## src/rtl/brick_ram_arbiter.sv

```systemverilog
// Round-robin read arbiter and write sequencer for the brick sprite RAM.
// Reads return tagged to the winning requester two cycles after the grant.
module brick_ram_arbiter #(
  parameter int N_REQ     = 4,
  parameter int ADDR_W    = 19,
  parameter int DATA_W    = 4,
  parameter int MEM_DEPTH = 2700
) (
  input  logic                      CLK,
  input  logic                      RESET_N,
  input  logic [N_REQ-1:0]          req,
  input  logic [N_REQ*ADDR_W-1:0]   req_addr,
  output logic [N_REQ-1:0]          gnt,
  output logic [N_REQ-1:0]          rd_valid,
  output logic [DATA_W-1:0]         rd_data,
  output logic                      rd_oob,
  input  logic                      wr_req,
  input  logic [ADDR_W-1:0]         wr_addr,
  input  logic [DATA_W-1:0]         wr_data,
  output logic                      wr_ack,
  output logic                      oob_err,
  output logic                      ram_we,
  output logic [ADDR_W-1:0]         ram_write_addr,
  output logic [DATA_W-1:0]         ram_data_in,
  output logic [ADDR_W-1:0]         ram_read_addr,
  input  logic [DATA_W-1:0]         ram_data_out
);

  localparam int PTR_W = (N_REQ > 1) ? $clog2(N_REQ) : 1;
  localparam logic [ADDR_W-1:0] DEPTH = ADDR_W'(MEM_DEPTH);

  logic [PTR_W-1:0]  ptr_reg;
  logic [PTR_W-1:0]  sel;
  logic              found;
  logic              hazard;
  logic              grant;
  logic              sel_oob;
  logic              wr_oob;
  logic [ADDR_W-1:0] sel_addr;
  logic              s1_valid_reg;
  logic              s1_oob_reg;
  logic [PTR_W-1:0]  s1_id_reg;
  logic [N_REQ-1:0]  rd_valid_next;

  // First requester at or after ptr, wrapping modulo N_REQ.
  always_comb begin
    int idx;
    logic [PTR_W-1:0] idx_p;
    found = 1'b0;
    sel   = '0;
    idx   = 0;
    idx_p = '0;
    for (int k = 0; k < N_REQ; k++) begin
      idx   = (int'(ptr_reg) + k) % N_REQ;
      idx_p = PTR_W'(idx);
      if (!found && req[idx_p]) begin
        found = 1'b1;
        sel   = idx_p;
      end
    end
  end

  assign sel_addr = req_addr[int'(sel)*ADDR_W +: ADDR_W];
  assign sel_oob  = (sel_addr >= DEPTH);
  // A same-address write would let the RAM hand back stale data; stall the read one cycle.
  assign hazard   = found && wr_req && (sel_addr == wr_addr);
  assign grant    = found && !hazard;

  assign ram_read_addr  = (grant && !sel_oob) ? sel_addr : '0;

  assign wr_oob         = (wr_addr >= DEPTH);
  assign wr_ack         = wr_req;
  assign ram_we         = wr_req && !wr_oob;
  assign ram_write_addr = wr_addr;
  assign ram_data_in    = wr_data;

  generate
    for (genvar gi = 0; gi < N_REQ; gi++) begin : g_onehot
      assign gnt[gi]           = grant && (sel == PTR_W'(gi));
      assign rd_valid_next[gi] = s1_valid_reg && (s1_id_reg == PTR_W'(gi));
    end
  endgenerate

  always_ff @(posedge CLK or negedge RESET_N) begin
    if (!RESET_N) begin
      ptr_reg      <= '0;
      s1_valid_reg <= 1'b0;
      s1_oob_reg   <= 1'b0;
      s1_id_reg    <= '0;
      rd_valid     <= '0;
      rd_data      <= '0;
      rd_oob       <= 1'b0;
      oob_err      <= 1'b0;
    end else begin
      if (grant)
        ptr_reg <= (sel == PTR_W'(N_REQ - 1)) ? '0 : sel + 1'b1;
      s1_valid_reg <= grant;
      s1_id_reg    <= sel;
      s1_oob_reg   <= sel_oob;
      rd_valid     <= rd_valid_next;
      rd_data      <= (s1_valid_reg && !s1_oob_reg) ? ram_data_out : '0;
      rd_oob       <= s1_valid_reg && s1_oob_reg;
      if ((grant && sel_oob) || (wr_req && wr_oob))
        oob_err <= 1'b1;
    end
  end

endmodule
```

## config.mk

```make
export PLATFORM = sky130hd
export DESIGN_NAME = brick_ram_arbiter
export DESIGN_NICKNAME = d
export VERILOG_FILES = /design/src/rtl/brick_ram_arbiter.sv
export SDC_FILE = /design/constraint.sdc
export NUM_CORES = 1
export LEC_CHECK = 0
export ABC_AREA = 0
export BUFFER_PORTS_ARGS = -buffer_cell sky130_fd_sc_hd__buf_4
export CORE_ASPECT_RATIO = 0.8
export CORE_MARGIN = 2
export CORE_UTILIZATION = 46
export CTS_CLUSTER_SIZE = 16
export DETAILED_ROUTE_END_ITERATION = 16
export PLACE_DENSITY_LB_ADDON = 0.1
export SETUP_SLACK_MARGIN = 0.4
export SKIP_LAST_GASP = 1
export SLEW_MARGIN = 40
export SYNTH_ARGS = -nofsm -noshare
export SYNTH_HDL_FRONTEND = slang
export SYNTH_SLANG_ARGS = --single-unit
```

## constraint.sdc

```tcl
create_clock -name CLK -period 18.6 [get_ports CLK]
set_input_delay 5.58 -clock CLK [delete_from_list [all_inputs] [get_ports CLK]]
set_output_delay 5.58 -clock CLK [all_outputs]
set_load 0.02 [all_outputs]
```

==> flow_metrics.env <==
export IMPL_top_regs="rd_data x4, rd_valid x4"
export IMPL_worstSetupEndpoint="ram_read_addr[0]"
export IMPL_cp_max_fo=38
export IMPL_finalHoldViolCount=0
export IMPL_startpoint="req[3]"
export IMPL_finalSetupViolCount=0
export IMPL_post_cts_repair_setup_buffers=0
export IMPL_cts_root_buffer="clkbuf_8"
export IMPL_reg2reg_to="oob_err"
export IMPL_final_core_util=0.6735
export IMPL_maxCapViolCount=0
export IMPL_grt_overflow=0
export IMPL_p_per_area_nw_per_um2=90.61
export IMPL_grt_pass1_wl_um=11960
export IMPL_numCtsBuffers=3
export IMPL_final_area_um2=3353
export IMPL_ys_warn_count=0
export IMPL_grt_pass1_vias=2383
export IMPL_worstRegToRegCells=11
export IMPL_cts_tree="built"
export IMPL_path_buf_inv=3
export IMPL_slew_viol_final=0
export IMPL_fin_crit_sh=0.8014
export IMPL_vdd_drop_max_v=0.00008049
export IMPL_fin_worst_skew_ns=0.002071
export IMPL_wl_um=7878
export IMPL_async_flop_share=1.000
export IMPL_yosysUniqueCellTypes=61
export IMPL_ys_top_cells_by_area="dfrtp_1 (17%), buf_4 (10%), mux2i_1 (8.0%)"
export IMPL_regArea_um2=400.4
export IMPL_post_dp_cell_area_um2=3302
export IMPL_antennaDiodeCount=0
export IMPL_io_pin_count=168
export IMPL_drt_iter0_drc=123
export IMPL_layout_drive_gt1_share=0.4159
export IMPL_synth_most_common_cell="buf_4"
export IMPL_timing_setup_tns_ns=0
export IMPL_critical_path_required_ns=13.02
export IMPL_max_slew_margin_rel=0.5173
export IMPL_drtAntennaViolNets=0
export IMPL_hpwl_um=6332
export IMPL_die_x_um=84.33
export IMPL_rsz0062_at_grt="no"
export IMPL_hp_class="flip-flop to flip-flop"
export IMPL_vias_per_cell=5.766
export IMPL_synth_top_cell_area_share=0.1686
export IMPL_antenna_found_initial=0
export IMPL_arrival_ns=9.33
export IMPL_outcome="complete, no violations"
export IMPL_synth_commonest_cells="buf_4 (33), nand2_1 (23), nor2_1 (20)"
export IMPL_reg2reg_slack_ns=14.74
export IMPL_yosysSeqAreaShare=0.1686
export IMPL_synth_edf_count=0
export IMPL_fin_nets=532
export IMPL_clock_sinks=16
export IMPL_worst_slew_pin_slew_ns=0.7192
export IMPL_initial_core_util=0.4770
export IMPL_start_kind="primary input"
export IMPL_crit_path_end_kind="output port"
export IMPL_crit_family="simple AND/OR/NAND/NOR gates"
export IMPL_fmax_mhz=67.09
export IMPL_syn_area_per_cell_um2=7.942
export IMPL_ys_ff_latch=16
export IMPL_critical_path_cell_chain="buf_4, and2b_4, a31o_4, nor2_8, inv_2, nand2_1, a31oi_1, nand4b_1, a311oi_1, nand3_1, a211oi_1, buf_4"
export IMPL_insertion_delay_ns=0.24
export IMPL_gp_congestion=0.8350
export IMPL_cts_buffer_depth=2
export IMPL_cts_resized=0
export IMPL_postCtsHoldBufs=0
export IMPL_syn_inst=299
export IMPL_cp_depth=12
export IMPL_wire_per_inst_um=16.48
export IMPL_synth_flop_cell="dfrtp_1"
export IMPL_cpMostUsedCell="buf_4"
export IMPL_vias=2756
export IMPL_timing_rr_start="ptr_reg[1]"
export IMPL_cts_max_level=1
export IMPL_io_buffers=152
export IMPL_p_leak_nw=1.644
export IMPL_critPathMaxStageDelay_ns=0.67
export IMPL_rows=23
export IMPL_setup_ws_ns=3.694
export IMPL_firstDrtPassIters=4
export IMPL_grt_max_degree=39
export IMPL_multiInputGateArea_um2=1663
export IMPL_post_place_ws_ns=3.381
export IMPL_setup_worst_path_class="primary input to output port"
export IMPL_hold_ws_ns=0.4678
export IMPL_period_minus_slack_ns=14.91
export IMPL_synth_cell_area_um2=2375
export IMPL_yosys_area_top_type="dfrtp_1"
export IMPL_synthToLayoutAreaGrowth_pct=41.20
export IMPL_core_area_um2=4979
export IMPL_fill_cells=464
export IMPL_die_area_um2=5757
export IMPL_drc=0
export IMPL_slowest_stage="a311oi_1"
export IMPL_die_h_um=68.27
export IMPL_grt_usage=0.2590
export IMPL_clk_pin_slew_ns=0.06
-- kinds of logic after synthesis --
kind of cell,count (synthesis),share of synthesized area
muxes,24,0.1070
AOI/OAI and AO/OA,72,0.2197
adders and majority gates,4,0.02108
and+or+nand+nor,117,0.2893
other,1,0.001579
xor gates and xnor gates,13,0.04795
DFF,16,0.1686
buffers and inverters,52,0.1449
-- metrics by stage --
step	std cells	power [mW]
after floorplan	305	0.2168
after CTS	478	0.3010
after global placement	475	0.2747
after global routing	478	0.3265
final	478	0.3038
after detailed placement	475	0.2747
-- cell type report --
class                   count  area share
flip-flops and latches     16      0.1194
well taps                  62     0.02313
clock buffers               3     0.01231
repair buffers            152      0.3403
inverters                   8    0.008955
multi-input cells         237      0.4959
-- worst min-delay path by stage --
stage	start	endpoint	slack [ns]	cells after the start
after floorplan	s1_id_reg[0]	rd_valid[2]	0.43	1
after global placement	s1_id_reg[0]	rd_valid[2]	0.45	1
after detailed placement	s1_id_reg[1]	rd_valid[0]	0.46	1
after CTS	s1_id_reg[1]	rd_valid[0]	0.47	1
after global routing	s1_oob_reg	rd_oob	0.51	1
final	s1_id_reg[0]	rd_valid[2]	0.47	1
-- per-layer routing --
layer | vias up | track usage | wire length, um
met2 | 151 | 0.4355 | 3680
met1 | 1299 | 0.3618 | 3407
met3 | 6 | 0.04704 | 759
li1 | 1300 | - | -
met5 | - | 0 | 0
met4 | 0 | 0.03175 | 31
-- cells in the final DEF, fill, tap and decap left out, types with 5 or more instances in the layout --
cell type and n:
nor2_1 20, a21boi_0 9, a211oi_1 12, dfrtp_1 16
nor2b_1 5, and3_1 10, conb_1 7, inv_1 6
or4_1 6, a31oi_1 12, o21ai_0 9, nand3_1 8
buf_4 152, nand2_1 23, and2_1 11, xor2_1 9
a21oi_1 6, nor4_1 6, mux2i_1 19, nand2b_1 5
-- where the power goes --
| part | internal [mW] | leakage, nW | switching [mW] |
|---|---|---|---|
| clock | 0.0143 | 0.0216 | 0.0101 |
| sequential | 0.0427 | 0.191 | 0.00875 |
| combinational | 0.0953 | 1.43 | 0.133 |
| total | 0.152 | 1.64 | 0.152 |
Power figures use the tool's default switching activity.
